===== config.mk =====
export PLATFORM = sky130hd
export DESIGN_NAME = rv32v_elem_sequencer
export DESIGN_NICKNAME = d
export VERILOG_FILES = /design/src/rtl/rv32v_elem_sequencer.sv
export SDC_FILE = /design/constraint.sdc
export NUM_CORES = 1
export LEC_CHECK = 0
export CORE_MARGIN = 4
export CORE_UTILIZATION = 40
export CTS_CLUSTER_SIZE = 30
export DETAILED_ROUTE_END_ITERATION = 10
export GPL_ROUTABILITY_DRIVEN = 0
export PLACE_DENSITY = 0.64
export SETUP_SLACK_MARGIN = 0.05
export SLEW_MARGIN = 0
export SYNTH_ARGS = -nofsm -noshare
export SYNTH_HDL_FRONTEND = slang
export SYNTH_SLANG_ARGS = --single-unit

===== constraint.sdc =====
create_clock -name CLK -period 5.69 [get_ports CLK]
set_input_delay 1.138 -clock CLK [delete_from_list [all_inputs] [get_ports CLK]]
set_output_delay 1.138 -clock CLK [all_outputs]
set_load 0.02 [all_outputs]

===== src/rtl/rv32v_elem_sequencer.sv =====
// rv32v_elem_sequencer: walks one decoded vector arithmetic instruction
// across its element range, NUM_LANES elements per beat. It builds per-lane
// write enables from vl, vstart and the v0 mask, and it limits how many
// beats can be in flight in the execution unit. It raises done once every
// issued beat has retired.
// Optional feature macro: RV32V_SEQ_SKIP_EMPTY_EN. When this macro is
// defined, non-last beats with no active lane are stepped over internally
// and never presented to the EXU.
module rv32v_elem_sequencer #(
  parameter int NUM_LANES       = 4,
  parameter int IDXW            = 8,
  parameter int MAX_OUTSTANDING = 4
) (
  input  logic                 CLK,
  input  logic                 RST,
  input  logic                 issue_valid,
  output logic                 issue_ready,
  input  logic [IDXW-1:0]      issue_vl,
  input  logic [IDXW-1:0]      issue_vstart,
  input  logic                 issue_vm,
  input  logic                 issue_disable_mask,
  input  logic [1:0]           issue_vfu,
  output logic [IDXW-1:0]      mask_idx,
  input  logic [NUM_LANES-1:0] mask_bits,
  output logic                 exu_valid,
  input  logic                 exu_ready,
  output logic [1:0]           exu_vfu,
  output logic [IDXW-1:0]      exu_base,
  output logic [NUM_LANES-1:0] exu_lane_en,
  output logic                 exu_last,
  input  logic                 exu_wb,
  input  logic                 flush,
  output logic                 busy,
  output logic                 done
);

  localparam int CW = $clog2(MAX_OUTSTANDING) + 1;
  localparam logic [IDXW:0] LANE_STEP = (IDXW + 1)'(NUM_LANES);
  localparam logic [IDXW:0] ALIGN_MASK = ~((IDXW + 1)'(NUM_LANES - 1));
  localparam logic [CW-1:0] OUT_FULL = CW'(MAX_OUTSTANDING);

  typedef enum logic [1:0] {
    S_IDLE,
    S_RUN,
    S_DRAIN,
    S_DONE
  } state_t;

  state_t          state_q, state_d;
  logic [IDXW:0]   base_q, base_d;
  logic [CW-1:0]   out_q, out_d;
  logic [IDXW-1:0] vl_q, vstart_q;
  logic            vm_q, dm_q;
  logic [1:0]      vfu_q;
  logic            load;

  logic [NUM_LANES-1:0] lane_raw;
  logic                 last_raw;
  logic                 skip_beat;
  logic                 xfer;
  logic                 wb_take;

  // Per-lane enable: the element must lie inside [vstart, vl), and then
  // either the instruction is unmasked or v0 selects it.
  for (genvar g = 0; g < NUM_LANES; g++) begin : g_lane
    logic [IDXW:0] elem;
    assign elem = base_q + (IDXW + 1)'(g);
    assign lane_raw[g] = (elem >= {1'b0, vstart_q}) && (elem < {1'b0, vl_q})
                         && (dm_q || vm_q || mask_bits[g]);
  end

  assign last_raw = (base_q + LANE_STEP) >= {1'b0, vl_q};
  assign mask_idx = base_q[IDXW-1:0];
  assign exu_base = base_q[IDXW-1:0];
  assign exu_vfu  = vfu_q;

`ifdef RV32V_SEQ_SKIP_EMPTY_EN
  assign skip_beat = (state_q == S_RUN) && (lane_raw == '0) && !last_raw;
`else
  assign skip_beat = 1'b0;
`endif

  // Next-state, beat advance, outstanding count and all outputs
  always_comb begin
    state_d     = state_q;
    base_d      = base_q;
    load        = 1'b0;
    issue_ready = 1'b0;
    exu_valid   = 1'b0;
    exu_lane_en = '0;
    exu_last    = 1'b0;
    busy        = 1'b0;
    done        = 1'b0;

    case (state_q)
      S_IDLE: begin
        issue_ready = 1'b1;
        if (issue_valid && !flush) begin
          load = 1'b1;
          if (issue_vstart >= issue_vl) begin
            state_d = S_DONE;
          end else begin
            base_d  = {1'b0, issue_vstart} & ALIGN_MASK;
            state_d = S_RUN;
          end
        end
      end
      S_RUN: begin
        busy        = 1'b1;
        exu_valid   = (out_q != OUT_FULL) && !skip_beat;
        exu_lane_en = lane_raw;
        exu_last    = last_raw;
        if ((exu_valid && exu_ready) || skip_beat) begin
          base_d = base_q + LANE_STEP;
        end
        if (exu_valid && exu_ready && last_raw) begin
          state_d = S_DRAIN;
        end
      end
      S_DRAIN: begin
        busy = 1'b1;
        if ((out_q == '0) || ((out_q == CW'(1)) && exu_wb)) begin
          state_d = S_DONE;
        end
      end
      S_DONE: begin
        done    = 1'b1;
        state_d = S_IDLE;
      end
      default: state_d = S_IDLE;
    endcase

    if (flush) begin
      state_d = S_IDLE;
    end
  end

  assign xfer    = exu_valid && exu_ready;
  assign wb_take = exu_wb && (out_q != '0);

  // Outstanding beats: up on transfer, down on retire, cleared by flush
  always_comb begin
    out_d = out_q;
    if (flush) begin
      out_d = '0;
    end else if (xfer && !wb_take) begin
      out_d = out_q + CW'(1);
    end else if (!xfer && wb_take) begin
      out_d = out_q - CW'(1);
    end
  end

  // State, beat pointer, counter and latched instruction fields
  always_ff @(posedge CLK) begin
    if (RST) begin
      state_q  <= S_IDLE;
      base_q   <= '0;
      out_q    <= '0;
      vl_q     <= '0;
      vstart_q <= '0;
      vm_q     <= 1'b0;
      dm_q     <= 1'b0;
      vfu_q    <= '0;
    end else begin
      state_q <= state_d;
      base_q  <= base_d;
      out_q   <= out_d;
      if (load) begin
        vl_q     <= issue_vl;
        vstart_q <= issue_vstart;
        vm_q     <= issue_vm;
        dm_q     <= issue_disable_mask;
        vfu_q    <= issue_vfu;
      end
    end
  end

endmodule

==> results.py, run 1 <==
metrics = {
    "status": {
        "outcome": "finished clean",
    },
    "run": {
        "maxCapViolations": 0,
    },
    "yosys": {
        "syn_area_um2": 2860,
        "synth.largest_area_cell": "ha_1",
        "synth-async-reset-ratio_pct": 0,
        "ys_types": 46,
        "ys.flop_type": "dfxtp_1",
        "ys_seq_area_share_pct": 22.40,
        "yosys_warnings": 0,
        "yosys-top-cells-area": "ha_1 24%, dfxtp_1 22%, a21oi_1 7.3%",
        "synth-seq-cells": 32,
        "syn_avg_cell_area_um2": 7.923,
        "syn-instance-count": 361,
        "synth_edf_count": 0,
        "synth_top_area_share_pct": 23.62,
    },
    "sta": {
        "fin_crit_sh_pct": 73.43,
        "fmax_mhz": 239.3,
        "fin_worst_skew_ns": 0.006152,
        "finalWorstPathRequiredPeriod_ns": 4.178,
        "setup_viol": 0,
        "worst_pin_slew_ns": 0.9117,
        "relSlewSlack_pct": 39.04,
        "hold_viol_final": 0,
        "tns_ns": 0,
        "slew_viol_final": 0,
        "rsz0062_at_grt": "no",
        "final.setup.worst_slack_ns": 1.512,
    },
    "cells_and_area": {
        "drive_gt1_share_pct": 4.326,
        "final_cell_mix": "54 x ha_1, 52 x clkdlybuf4s50_1, 51 x nand2_1, 42 x a21oi_1, 32 x dfxtp_1",
        "nNetsFinal": 477,
        "finish.utilization_pct": 50.13,
        "antenna_cells": 0,
        "instances_no_fill": 489,
        "area.growth.synth_to_final_pct": 20.38,
        "mostFrequentLayoutCell": "ha_1",
    },
    "critical_path": {
        "cp_slowest_stage_delay_ns": 0.68,
        "cp.arrival_ns": 3.04,
        "endpoint_kind": "primary output",
        "crit_chain": "inv_1 -> nor3_1 -> xor2_1 -> ha_1 -> and4_1 -> a221oi_2 -> a21oi_1 -> clkdlybuf4s50_1",
        "cp.required_ns": 4.55,
        "critPathSlowestCell": "dfxtp_1",
        "start_kind": "register",
        "path_class": "register to primary output",
        "cp_max_fo": 15,
    },
    "clocking": {
        "post_cts_resized": 0,
        "clock-sinks": 32,
        "clk_pin_slew_worst_paths_ns": 0.06,
        "cts_buffers": 5,
        "hold_buffers": 0,
        "cts_max_level": 2,
        "cts_tree": "yes",
        "clk_latency_ns": 0.28,
        "cts_root_buf": "clkbuf_8",
        "clock_path_buffers": 2,
        "postCtsSetupRepairBufs": 0,
    },
    "routing": {
        "via_per_inst": 5.249,
        "final_antenna_net_count": 0,
        "vias": 2567,
        "dr.pass1.iters": 4,
        "wl_um": 6801,
        "drt-initial-drc-count": 104,
        "wl_per_cell_um": 13.91,
        "drcViolationCount": 0,
    },
    "die": {
        "dieArea_um2": 8567,
        "die_x_um": 92.56,
        "std_cell_rows": 30,
        "die_h_um": 92.56,
        "io_pins": 57,
        "initial_core_util_pct": 41.64,
        "core-area_um2": 6869,
    },
    "min_path": {
        "min_path_type": "register to register",
    },
    "power": {
        "power.density_nw_per_um2": 204.1,
        "peakVddDrop_mv": 0.1048,
        "power_leakage_nw": 1.458,
    },
    "place": {
        "pre_cts_slack_ns": 1.621,
        "io_buffers": 52,
        "placed_cells": 482,
        "dp.final_hpwl_um": 5289,
    },
    "grt": {
        "grt_overflow": 0,
        "grt_pass1_wl_um": 11450,
        "antenna_found_initial": 0,
        "grt_use_total_pct": 16.39,
        "grt_pass1_vias": 2508,
        "grt_max_degree": 34,
    },
}
==> flip-flops by register name, indices dropped and copies added, names as in the netlist <==
| register | cells |
|---|---|
| vl_q | 8 |
| vm_q | 1 |
| base_q | 7 |
| dm_q | 1 |
| out_q | 3 |
| exu_vfu | 2 |
| state_q | 2 |
| vstart_q | 8 |
==> stage by stage <==
step / power, mW / hold slack [ns] / instance area, um^2
CTS: 0.7094 / 0.4572 / 3443
finish: 0.7029 / 0.4551 / 3443
global route: 0.7516 / 0.4780 / 3443
floorplan: 0.4405 / 0.4363 / 2872
detailed placement: 0.5177 / 0.4477 / 3347
global placement: 0.5142 / 0.4427 / 3347
==> cell usage after synthesis (4+ instances only) <==
master    count
a211oi_1      4
a21o_1        6
a21oi_1      42
a311oi_1      4
and3_1        4
buf_4        17
clkbuf_1     14
dfxtp_1      32
ha_1         54
inv_1        30
mux2i_1       9
nand2_1      51
nand3_1       8
nor2_1       12
nor2b_1       5
nor3_1        6
o21a_1        4
o21ai_0      11
o31ai_1       4
xor2_1        5
==> logic make-up after synthesis <==
family | Yosys count | synth area share [%]
mux | 10 | 3.543
compound gates | 92 | 20.56
simple gates | 101 | 16.75
buf+inv | 63 | 10.54
flops | 32 | 22.40
other cells | 1 | 0.1311
fa+ha+maj | 54 | 23.62
xor+xnor | 8 | 2.450
==> critical path: cells and delay by family, from the launching register on <==
kind                       cells  cell delay, ns
buffers and inverters          2            0.69
DFF                            1            0.68
and+or+nand+nor                2            0.45
AOI/OAI and AO/OA              2            0.43
adders and majority gates      1            0.30
xor gates and xnor gates       1            0.23
==> layer usage <==
layer  vias up  wire length, um  part of all wire (%)  track usage (%)
met5         -                0                     0                0
met4         0               71                   1.0            3.960
met3         8              348                   5.1            3.087
met2        63             3129                    46            28.04
met1      1191             3251                    48            21.21
li1       1305                -                     -                -
==> report_power, final <==
group	switching [mW]	internal, mW
logic	0.138	0.121
clock network	0.0817	0.108
registers	0.0175	0.237
total	0.237	0.466
==> cell type report <==
cell class / instances / area [um^2]
fill: 672 / 3426
timing repair buffer: 54 / 535.5
clock buffer: 7 / 96.34
inverter: 31 / 116.4
sequential: 32 / 640.6
multi-input combinational: 269 / 1934
tap: 96 / 120.1
==> worst paths after layout <==
kind                       startpoint                       end  slack, ns  cells after the start
max            base_q[5]$_SDFFE_PP0P_                  exu_last       1.51                      8
min          vstart_q[5]$_SDFFE_PP0P_  vstart_q[5]$_SDFFE_PP0P_       0.46                      2
max reg2reg    base_q[5]$_SDFFE_PP0P_   state_q[1]$_SDFFE_PP0P_       2.94                      9
min reg2reg  vstart_q[5]$_SDFFE_PP0P_  vstart_q[5]$_SDFFE_PP0P_       0.46                      2
Note: power is estimated with default switching activity, not from simulation.
==> inputs of run 2 (changes only) <==
- PLACE_DENSITY: 0.64 -> 0.66
- clock period: 5.69 -> 3.4 ns (I/O delays scaled with it)
==> run 2 against run 1 <==
- register-to-register slack worse by 2.0 ns
- sequential power increased by 64%
- non-clock buffer count is 7 higher
- combinational power increased by 75%
- clock power up 110%
- sequential share of layout area fell by 0.45 points
- critical path depth decreased by 1
- clock-buffer cell count did not move
- worst setup slack worse by 1.3 ns
- first-iteration DRC count up 3.8%
- via count decreased by 1.2%
==> results.py, run 2 (synthesized netlist as in run 1, its figures left out) <==
metrics = {
    "power": {
        "finalPower_mw": 1.274,
        "peakVddDrop_mv": 0.2696,
        "power.density_nw_per_um2": 360.4,
        "power_leakage_nw": 1.558,
    },
    "grt": {
        "antenna_found_initial": 0,
        "grt_pass1_vias": 2462,
        "met1_usage_pct": 22.52,
        "grtUsageMet2_pct": 26.89,
        "grt_overflow": 0,
        "grt_use_total_pct": 16.65,
        "use_met3_pct": 3.331,
        "grt_max_degree": 21,
        "grt_pass1_wl_um": 11700,
        "busiest_layer": "met2",
    },
    "routing": {
        "via_per_inst": 5.105,
        "wl_per_cell_um": 14.01,
        "dr.pass1.iters": 4,
        "final_antenna_net_count": 0,
        "wl_um": 6965,
        "vias": 2537,
        "drt-initial-drc-count": 108,
        "drcViolationCount": 0,
    },
    "clocking": {
        "clk_pin_slew_worst_paths_ns": 0.07,
        "postCtsSetupRepairBufs": 0,
        "clk_latency_ns": 0.29,
        "clock-sinks": 32,
        "post_cts_resized": 3,
        "cts_tree": "yes",
        "cts_buffers": 5,
        "hold_buffers": 0,
        "clock_path_buffers": 2,
        "cts_root_buf": "clkbuf_8",
        "cts_max_level": 2,
    },
    "status": {
        "outcome": "finished clean",
    },
    "cells_and_area": {
        "drive_gt1_share_pct": 6.733,
        "final_cell_mix": "54 x ha_1, 51 x nand2_1, 48 x clkdlybuf4s50_1, 42 x a21oi_1, 31 x dfxtp_1",
        "mostFrequentLayoutCell": "ha_1",
        "area.growth.synth_to_final_pct": 23.62,
        "final_cell_area_um2": 3536,
        "top_regs": "vl_q: 8 flops, vstart_q: 8 flops, base_q: 7 flops",
        "nNetsFinal": 484,
        "antenna_cells": 0,
    },
    "run": {
        "maxCapViolations": 0,
    },
    "min_path": {
        "min_path_type": "register to register",
        "min_from": "exu_vfu[1]$_SDFFE_PP0P_",
    },
    "sta": {
        "hold_viol_final": 0,
        "tns_ns": 0,
        "finalWorstPathRequiredPeriod_ns": 3.230,
        "setup_viol": 0,
        "worst_pin_slew_ns": 0.6015,
        "slew_viol_final": 0,
        "fin_worst_skew_ns": 0.006496,
        "fmax_mhz": 309.6,
        "hold_ws_ns": 0.4522,
        "fin_crit_sh_pct": 95.00,
        "relSlewSlack_pct": 59.78,
        "rsz0062_at_grt": "no",
    },
    "die": {
        "core-area_um2": 6869,
        "die_h_um": 92.56,
        "std_cell_rows": 30,
        "initial_core_util_pct": 41.64,
        "io_pins": 57,
        "dieArea_um2": 8567,
        "die_x_um": 92.56,
    },
    "place": {
        "io_buffers": 52,
        "dp.final_hpwl_um": 5616,
        "place_area_um2": 3400,
    },
    "critical_path": {
        "endpoint_kind": "primary output",
        "cp.arrival_ns": 2.55,
        "cp_slowest_stage_delay_ns": 0.62,
        "cp.required_ns": 2.72,
        "path_class": "register to primary output",
        "start_kind": "register",
        "critPathLaunch": "base_q[6]$_SDFFE_PP0P_",
        "critPathSlowestCell": "clkdlybuf4s50_1",
        "cp_max_fo": 9,
        "r2r-start": "base_q[2]$_SDFFE_PP0P_",
        "crit_chain": "buf_4 -> ha_1 -> a21o_1 -> a2111oi_0 -> o21ai_0 -> a21oi_1 -> clkdlybuf4s50_1",
    },
}
run 2: changes by cell type in the layout (fill, tap and decap cells not counted), sizes merged:
cell | previous run | this run
buf | 2 | 9
dlygate4sd2 | 0 | 2
bufinv | 0 | 1
clkdlybuf4s50 | 52 | 48
dlymetal6s2s | 0 | 2
run 2: path summary, 6_finish.rpt:
path                                   to  slack (ns)  cells after the start
hold reg to reg   exu_vfu[1]$_SDFFE_PP0P_        0.45                      2
setup reg to reg  state_q[1]$_SDFFE_PP0P_        0.95                      9
setup / recovery           exu_lane_en[2]        0.17                      7
hold / removal    exu_vfu[1]$_SDFFE_PP0P_        0.45                      2
run 2: metal layers:
| layer | vias to the layer above | wire length, um |
|---|---|---|
| met5 | - | 0 |
| met4 | 0 | 61 |
| met3 | 5 | 364 |
| met2 | 51 | 3191 |
| met1 | 1160 | 3347 |
| li1 | 1321 | - |
run 2: through the flow:
stage               utilization (%)  std cells  setup WS, ns
floorplan                         -        364        0.3715
global placement              49.49        489        0.2973
detailed placement            49.49        489        0.2060
CTS                           51.31        497       0.05286
global route                  51.48        497       0.06252
finish                        51.48        497        0.1700
run 2: critical path, delay by kind of cell, from the launching register on:
family	cells	cell delay, ns
compound gates	4	0.85
flops	1	0.32
fa+ha+maj	1	0.32
buf+inv	2	0.79
run 2: where the power goes:
| group | switching [mW] | internal, mW |
|---|---|---|
| logic | 0.239 | 0.213 |
| clock network | 0.147 | 0.259 |
| registers | 0.0209 | 0.396 |
run 2: layout make-up:
class | instances | area [um^2]
clock buffer | 7 | 96.34
inverter | 31 | 116.4
sequential | 32 | 641.9
fill | 672 | 3333
clock inverter | 1 | 30.03
timing repair buffer | 61 | 590.6
tap | 96 | 120.1
multi-input combinational | 269 | 1941
